<file path="src/rtl/fwd_hazard_ctrl_if.sv">
// ---------------------------------------------------------------------------
// fwd_hazard_ctrl_if
// Bundles the ID-stage hazard inputs and the controller's stall / forwarding
// outputs between the core pipeline and fwd_hazard_ctrl.
//   master : core pipeline side (drives ID fields, hold, flush)
//   slave  : hazard controller side (drives stall_id, ex_fwd, id_bypass,
//            stall_cnt)
// Signals:
//   id_valid, id_src[NUM_SRC*REG_AW], id_src_used[NUM_SRC], id_rd, id_rw,
//   id_is_load, hold, flush           -> controller
//   stall_id, ex_fwd[2*NUM_SRC], id_bypass[NUM_SRC], stall_cnt[16]
//                                     <- controller
// ---------------------------------------------------------------------------
interface fwd_hazard_ctrl_if #(
    parameter int REG_AW  = 4,
    parameter int NUM_SRC = 2
);
    logic                        id_valid;
    logic [NUM_SRC*REG_AW-1:0]   id_src;
    logic [NUM_SRC-1:0]          id_src_used;
    logic [REG_AW-1:0]           id_rd;
    logic                        id_rw;
    logic                        id_is_load;
    logic                        hold;
    logic                        flush;
    logic                        stall_id;
    logic [2*NUM_SRC-1:0]        ex_fwd;
    logic [NUM_SRC-1:0]          id_bypass;
    logic [15:0]                 stall_cnt;

    modport master (
        output id_valid, id_src, id_src_used, id_rd, id_rw, id_is_load, hold, flush,
        input  stall_id, ex_fwd, id_bypass, stall_cnt
    );

    modport slave (
        input  id_valid, id_src, id_src_used, id_rd, id_rw, id_is_load, hold, flush,
        output stall_id, ex_fwd, id_bypass, stall_cnt
    );
endinterface

</file>
<file path="src/rtl/fwd_hazard_ctrl.sv">
// ---------------------------------------------------------------------------
// fwd_hazard_ctrl
// Forwarding and load-use hazard controller for the 5-stage core. Keeps a
// shadow copy of the ID/EX, EX/MEM and MEM/WB register tags and derives:
//   - per-operand EX forwarding selects (00 regfile, 10 EX/MEM, 01 MEM/WB)
//   - a one-cycle load-use stall for ID
//   - optional WB-to-ID bypass (compile with FWD_WB_BYPASS_EN defined)
//   - a saturating 16-bit count of load-use stall cycles
// Ports:
//   clk    core clock
//   rst_n  asynchronous active-low reset
//   bus    fwd_hazard_ctrl_if.slave (ID fields, hold, flush in;
//          stall_id, ex_fwd, id_bypass, stall_cnt out)
// Parameters: REG_AW (tag width), NUM_SRC (operands, 1..4),
//             ZERO_REG (1: r0 never forwards and never stalls)
// Optional feature macro: FWD_WB_BYPASS_EN
// ---------------------------------------------------------------------------

// Per-operand comparator slice: one instance per source operand.
module fwd_hazard_lane #(
    parameter int REG_AW   = 4,
    parameter int ZERO_REG = 1
) (
    // ID-side operand
    input  logic [REG_AW-1:0] id_src,
    input  logic              id_used,
    // same operand as captured in S_EX
    input  logic [REG_AW-1:0] ex_src,
    input  logic              ex_used,
    // shadow stage state
    input  logic              ex_vld,
    input  logic [REG_AW-1:0] ex_rd,
    input  logic              ex_rw,
    input  logic              ex_ld,
    input  logic              mem_vld,
    input  logic [REG_AW-1:0] mem_rd,
    input  logic              mem_rw,
    input  logic              mem_ld,
    input  logic              wb_vld,
    input  logic [REG_AW-1:0] wb_rd,
    input  logic              wb_rw,
    // results
    output logic              lu_hit,
    output logic [1:0]        fwd,
    output logic              byp
);
    // Stage entry "writes r": live, writes, same tag, and not the zero register.
    function automatic logic writes(input logic v, input logic rw,
                                    input logic [REG_AW-1:0] rd,
                                    input logic [REG_AW-1:0] r);
        return v & rw & (rd == r) & !((ZERO_REG != 0) && (r == '0));
    endfunction

    logic mem_m, wb_m;

    assign lu_hit = id_used & ex_ld & writes(ex_vld, ex_rw, ex_rd, id_src);

    // A load still in EX/MEM has no data yet; the stall ensures the consumer
    // only meets it once it sits in MEM/WB.
    assign mem_m = writes(mem_vld, mem_rw, mem_rd, ex_src) & !mem_ld;
    assign wb_m  = writes(wb_vld, wb_rw, wb_rd, ex_src);

    always_comb begin
        fwd = 2'b00;
        if (ex_vld & ex_used) begin
            if (mem_m)     fwd = 2'b10;   // youngest producer wins
            else if (wb_m) fwd = 2'b01;
        end
    end

`ifdef FWD_WB_BYPASS_EN
    assign byp = id_used & writes(wb_vld, wb_rw, wb_rd, id_src);
`else
    assign byp = 1'b0;
`endif
endmodule

module fwd_hazard_ctrl #(
    parameter int REG_AW   = 4,
    parameter int NUM_SRC  = 2,
    parameter int ZERO_REG = 1
) (
    input  logic              clk,
    input  logic              rst_n,
    fwd_hazard_ctrl_if.slave  bus
);
    localparam int STAGES = 2;   // vld_pipe[0]=S_EX, [1]=S_MEM, [2]=S_WB

    typedef struct packed {
        logic [REG_AW-1:0] rd;
        logic              rw;
        logic              ld;
    } stg_t;

    typedef struct packed {
        logic [REG_AW-1:0] rd;
        logic              rw;
    } wb_t;

    logic [STAGES:0]                  vld_pipe;
    stg_t                             ex_q, mem_q;
    wb_t                              wb_q;
    logic [NUM_SRC-1:0][REG_AW-1:0]   ex_src_q;
    logic [NUM_SRC-1:0]               ex_used_q;
    logic [15:0]                      cnt_q;

    logic [NUM_SRC-1:0][REG_AW-1:0]   id_src;
    logic [NUM_SRC-1:0]               lu_hit;
    logic [NUM_SRC-1:0][1:0]          fwd;
    logic [NUM_SRC-1:0]               byp;
    logic                             stall;

    assign id_src = bus.id_src;

    for (genvar k = 0; k < NUM_SRC; k++) begin : g_lane
        fwd_hazard_lane #(
            .REG_AW   (REG_AW),
            .ZERO_REG (ZERO_REG)
        ) u_lane (
            .id_src  (id_src[k]),
            .id_used (bus.id_src_used[k]),
            .ex_src  (ex_src_q[k]),
            .ex_used (ex_used_q[k]),
            .ex_vld  (vld_pipe[0]),
            .ex_rd   (ex_q.rd),
            .ex_rw   (ex_q.rw),
            .ex_ld   (ex_q.ld),
            .mem_vld (vld_pipe[1]),
            .mem_rd  (mem_q.rd),
            .mem_rw  (mem_q.rw),
            .mem_ld  (mem_q.ld),
            .wb_vld  (vld_pipe[2]),
            .wb_rd   (wb_q.rd),
            .wb_rw   (wb_q.rw),
            .lu_hit  (lu_hit[k]),
            .fwd     (fwd[k]),
            .byp     (byp[k])
        );
    end

    // Not masked by hold: the stall must stay asserted across a freeze so the
    // consumer is not released early. flush wins since ID becomes a bubble.
    assign stall = bus.id_valid & !bus.flush & (|lu_hit);

    assign bus.stall_id  = stall;
    assign bus.ex_fwd    = fwd;
    assign bus.id_bypass = byp & {NUM_SRC{bus.id_valid}};
    assign bus.stall_cnt = cnt_q;

    always_ff @(posedge clk or negedge rst_n) begin
        if (!rst_n) begin
            vld_pipe  <= '0;
            ex_q      <= '0;
            mem_q     <= '0;
            wb_q      <= '0;
            ex_src_q  <= '0;
            ex_used_q <= '0;
            cnt_q     <= '0;
        end else if (!bus.hold) begin
            vld_pipe  <= {vld_pipe[STAGES-1:0], bus.id_valid & !stall & !bus.flush};
            wb_q      <= '{rd: mem_q.rd, rw: mem_q.rw};
            mem_q     <= ex_q;
            ex_q      <= '{rd: bus.id_rd, rw: bus.id_rw, ld: bus.id_is_load};
            ex_src_q  <= id_src;
            ex_used_q <= bus.id_src_used;
            if (stall && cnt_q != 16'hFFFF)
                cnt_q <= cnt_q + 16'd1;
        end
    end
endmodule

</file>
<file path="src/flat_wrapper.sv">
// flat-port wrapper written by rule: the top's interface ports become plain ports
module fwd_hazard_ctrl_flat 
#(
    parameter int REG_AW   = 4,
    parameter int NUM_SRC  = 2,
    parameter int ZERO_REG = 1
)
  (clk, rst_n, bus_id_valid, bus_id_src, bus_id_src_used, bus_id_rd, bus_id_rw, bus_id_is_load, bus_hold, bus_flush, bus_stall_id, bus_ex_fwd, bus_id_bypass, bus_stall_cnt);
  fwd_hazard_ctrl_if #(.REG_AW(REG_AW), .NUM_SRC(NUM_SRC)) bus_i ();
  input  logic clk;
  input  logic rst_n;
  input wire logic [$bits(bus_i.id_valid)-1:0] bus_id_valid;
  input wire logic [$bits(bus_i.id_src)-1:0] bus_id_src;
  input wire logic [$bits(bus_i.id_src_used)-1:0] bus_id_src_used;
  input wire logic [$bits(bus_i.id_rd)-1:0] bus_id_rd;
  input wire logic [$bits(bus_i.id_rw)-1:0] bus_id_rw;
  input wire logic [$bits(bus_i.id_is_load)-1:0] bus_id_is_load;
  input wire logic [$bits(bus_i.hold)-1:0] bus_hold;
  input wire logic [$bits(bus_i.flush)-1:0] bus_flush;
  output wire logic [$bits(bus_i.stall_id)-1:0] bus_stall_id;
  output wire logic [$bits(bus_i.ex_fwd)-1:0] bus_ex_fwd;
  output wire logic [$bits(bus_i.id_bypass)-1:0] bus_id_bypass;
  output wire logic [$bits(bus_i.stall_cnt)-1:0] bus_stall_cnt;
  assign bus_i.id_valid = bus_id_valid;
  assign bus_i.id_src = bus_id_src;
  assign bus_i.id_src_used = bus_id_src_used;
  assign bus_i.id_rd = bus_id_rd;
  assign bus_i.id_rw = bus_id_rw;
  assign bus_i.id_is_load = bus_id_is_load;
  assign bus_i.hold = bus_hold;
  assign bus_i.flush = bus_flush;
  assign bus_stall_id = bus_i.stall_id;
  assign bus_ex_fwd = bus_i.ex_fwd;
  assign bus_id_bypass = bus_i.id_bypass;
  assign bus_stall_cnt = bus_i.stall_cnt;
  fwd_hazard_ctrl #(.REG_AW(REG_AW), .NUM_SRC(NUM_SRC), .ZERO_REG(ZERO_REG)) u_core (.clk(clk), .rst_n(rst_n), .bus(bus_i));
endmodule
</file>
<file path="config.mk">
export PLATFORM = sky130hd
export DESIGN_NAME = fwd_hazard_ctrl_flat
export DESIGN_NICKNAME = d
export VERILOG_FILES = /design/src/rtl/fwd_hazard_ctrl_if.sv /design/src/rtl/fwd_hazard_ctrl.sv /design/src/flat_wrapper.sv
export SDC_FILE = /design/constraint.sdc
export NUM_CORES = 1
export LEC_CHECK = 0
export ABC_AREA = 1
export CORE_MARGIN = 3
export CORE_UTILIZATION = 58
export CTS_CLUSTER_SIZE = 28
export DETAILED_ROUTE_END_ITERATION = 7
export PLACE_DENSITY_LB_ADDON = 0.05
export SETUP_SLACK_MARGIN = 0.4
export SYNTH_ARGS = -nofsm -noshare
export SYNTH_HDL_FRONTEND = slang
export SYNTH_HIERARCHICAL = 1
export SYNTH_SLANG_ARGS = --single-unit
</file>
<file path="constraint.sdc">
create_clock -name clk -period 4.5 [get_ports clk]
set_input_delay 0.45 -clock clk [delete_from_list [all_inputs] [get_ports clk]]
set_output_delay 0.45 -clock clk [all_outputs]
set_load 0.05 [all_outputs]
</file>
==> impl_metrics.csv <==
group,metric,value,unit
die,placementRows,25,
clock_tree,cts_tree,"done",
cells_and_area,layout.nets,503,
setup_path,cp-end-kind,"output pin",
die,ios,44,
timing,hold_violations,0,
placement,dp.cells,541,
drt,routedWlPerCell,11.5,um
clock_tree,hold_buffers,0,
cells_and_area,most-common-layout-cells,"193 x nand2_1, 60 x inv_1, 46 x nor2_1, 46 x dfrtp_1, 40 x clkdlybuf4s50_1",
clock_tree,cts-resized-gates,0,
yosys,synthFlopType,"dfrtp_1",
clock_tree,ctsLongestPathBuffers,2,
grt,antenna_found_initial,0,
grt,grt_pass1_wl,11100,um
timing,setup_tns,0,ns
timing,slew_violations,0,
placement,hpwl,4630,um
drt,drt_iter0_markers,137,
clock_tree,clk_pin_slew,0.09,ns
cells_and_area,mostFrequentLayoutCell,"nand2_1",
drt,ant_nets,0,
drt,first_pass_iters,4,
grt,grt_pass1_vias,2483,
cells_and_area,fin_util,72.7,%
clock_tree,cts_max_level,2,
grt,grt_max_degree,47,
clock_tree,postCtsSetupRepairBufs,0,
yosys,ys_ff_latch,46,
grt,grt_overflow_total,0,
die,start_util,60.5,%
setup_path,worstSetupPathType,"primary input to output pin",
yosys,yosysSeqAreaShare,40.0,%
clock_tree,cts_sinks,46,
yosys,synth_area,2880,um^2
clock_tree,clock_latency,0.31,ns
setup_path,crit_fanout,10,
yosys,ys_types,27,
yosys,synth_edf_count,0,
die,die_h,76.4,um
die,design.die.area,5840,um^2
outcome,outcome,"completed",
yosys,async_flop_share,100,%
timing,rsz0062_at_grt,"no",
die,core,4750,um^2
timing,slew_headroom,33.7,%
power,peakVddDrop,0.183,mV
power,power_per_cell_area,286,nW/um^2
placement,port_buffers,41,
timing,min_period,3.20,ns
cells_and_area,area_delta_synth_final,20.1,%
drt,wl,6330,um
setup_path,crit_required,4.05,ns
drt,viasPerCell,4.94,
yosys,syn-instance-count,442,
drt,vias,2713,
clock_tree,cts_root_buf,"clkbuf_8",
placement,post-place-ws,1.29,ns
setup_path,critPathLaunchType,"primary input",
setup_path,cp.arrival,2.75,ns
min_path,min_path_type,"primary input to async pin",
power,p_leak,1.80,nW
cells_and_area,drive_gt1_share,6.22,%
die,die_x,76.4,um
yosys,ys_warn_count,6,
timing,fin_crit_sh,71.1,%
timing,skew,0.0118,ns
drt,drc_errors,0,
placement,gp_congestion,0.834,
yosys,avgSynthCellArea,6.51,um^2
cells_and_area,final_cells,549,
grt,grt.total_usage,23.2,%
timing,max_freq,0.313,GHz
yosys,syn-num-nets,464,
cells_and_area,final_area,3460,um^2
power,fin_total_pwr,0.988,mW
clock_tree,numCtsBuffers,5,
timing,layout_setup_ws,1.30,ns
timing,fin_hold_ws,0.299,ns
placement,place_area,3320,um^2
timing,worst_slew_pin_slew,0.995,ns
cells_and_area,antenna_cells,0,
timing,setup_viol,0,
job,drv_cap,0,
-- worst paths after layout --
check / depth (start not counted) / slack [ns] / startpoint / endpoint
max in group asynchronous: 1 / 3.58 / rst_n / u_core/ex_src_q[3]
setup / recovery: 10 / 1.30 / bus_id_src[2] / bus_stall_id
hold reg to reg: 2 / 0.49 / u_core/ex_used_q[1] / u_core/ex_used_q[1]
hold / removal: 1 / 0.30 / rst_n / u_core/ex_src_q[4]
setup reg to reg: 10 / 2.39 / u_core/ex_q[5] / u_core/bus.stall_cnt[12]
min in group clk: 2 / 0.49 / u_core/ex_used_q[1] / u_core/ex_used_q[1]
-- cells by family (layout without fill, tap and decap cells) --
kind of cell               after synthesis  after routing  share of synthesized area (%)
and+or+nand+nor                        290            290                           42.9
buffers and inverters                   77            117                           10.8
DFF                                     46             46                           40.0
AOI/OAI and AO/OA                       19             19                           3.43
xor gates and xnor gates                 7              7                           2.13
other                                    2              2                          0.261
adders and majority gates                1              1                          0.435
-- sequential cells by signal, indices dropped and copies added (netlist names) --
name	count
u_core/ex_used_q	2
u_core/ex_q	6
u_core/ex_src_q	8
u_core/bus.stall_cnt	16
u_core/wb_q	5
u_core/vld_pipe	3
u_core/mem_q	6
-- cell type report --
class	count	area, um^2
multi-input combinational	319	1420
fill	411	1300
clock inverter	3	68.8
timing repair buffer	43	420
clock buffer	5	68.8
inverter	66	248
sequential	46	1150
tap	67	83.8
-- power by group --
group,leakage (nW),switching [mW],internal (mW)
Combinational,1.14,0.0840,0.0561
Sequential,0.595,0.0360,0.441
Clock,0.0683,0.149,0.223
-- per-layer routing --
layer  vias to the layer above  global-route usage [%]  part of all wire [%]
li1                       1399                       -                     -
met1                      1221                    32.0                    49
met2                        84                    36.8                    44
met3                         9                    3.78                   5.5
met4                         0                    8.88                   1.5
met5                         -                       0                     0
-- worst max-delay path, cell delays in order --
cell and delay, ns:
clkdlybuf4s50_1 0.48, inv_1 0.06, nand2_1 0.05, o21ai_0 0.07
a21oi_1 0.12, nand2_1 0.06, nor2_1 0.08, nor2_1 0.08
nor3_4 0.39, clkdlybuf4s50_1 0.91
-- cells in the mapped netlist, types with 2 or more instances --
| master | n | area (um^2) |
|---|---|---|
| nand3b_1 | 6 | 45.0 |
| a21oi_1 | 2 | 10.0 |
| nand3_1 | 27 | 135 |
| xor2_1 | 6 | 52.6 |
| conb_1 | 2 | 7.51 |
| buf_4 | 4 | 30.0 |
| clkinv_1 | 2 | 7.51 |
| inv_2 | 4 | 15.0 |
| clkbuf_1 | 6 | 22.5 |
| nand2_1 | 193 | 724 |
| nand3_2 | 7 | 70.1 |
| o21ai_0 | 16 | 80.1 |
| inv_1 | 60 | 225 |
| nor2_2 | 2 | 12.5 |
| dfrtp_1 | 46 | 1150 |
| nor2_1 | 46 | 173 |
| nand4_1 | 3 | 18.8 |
(Power assumes the default switching activity.)
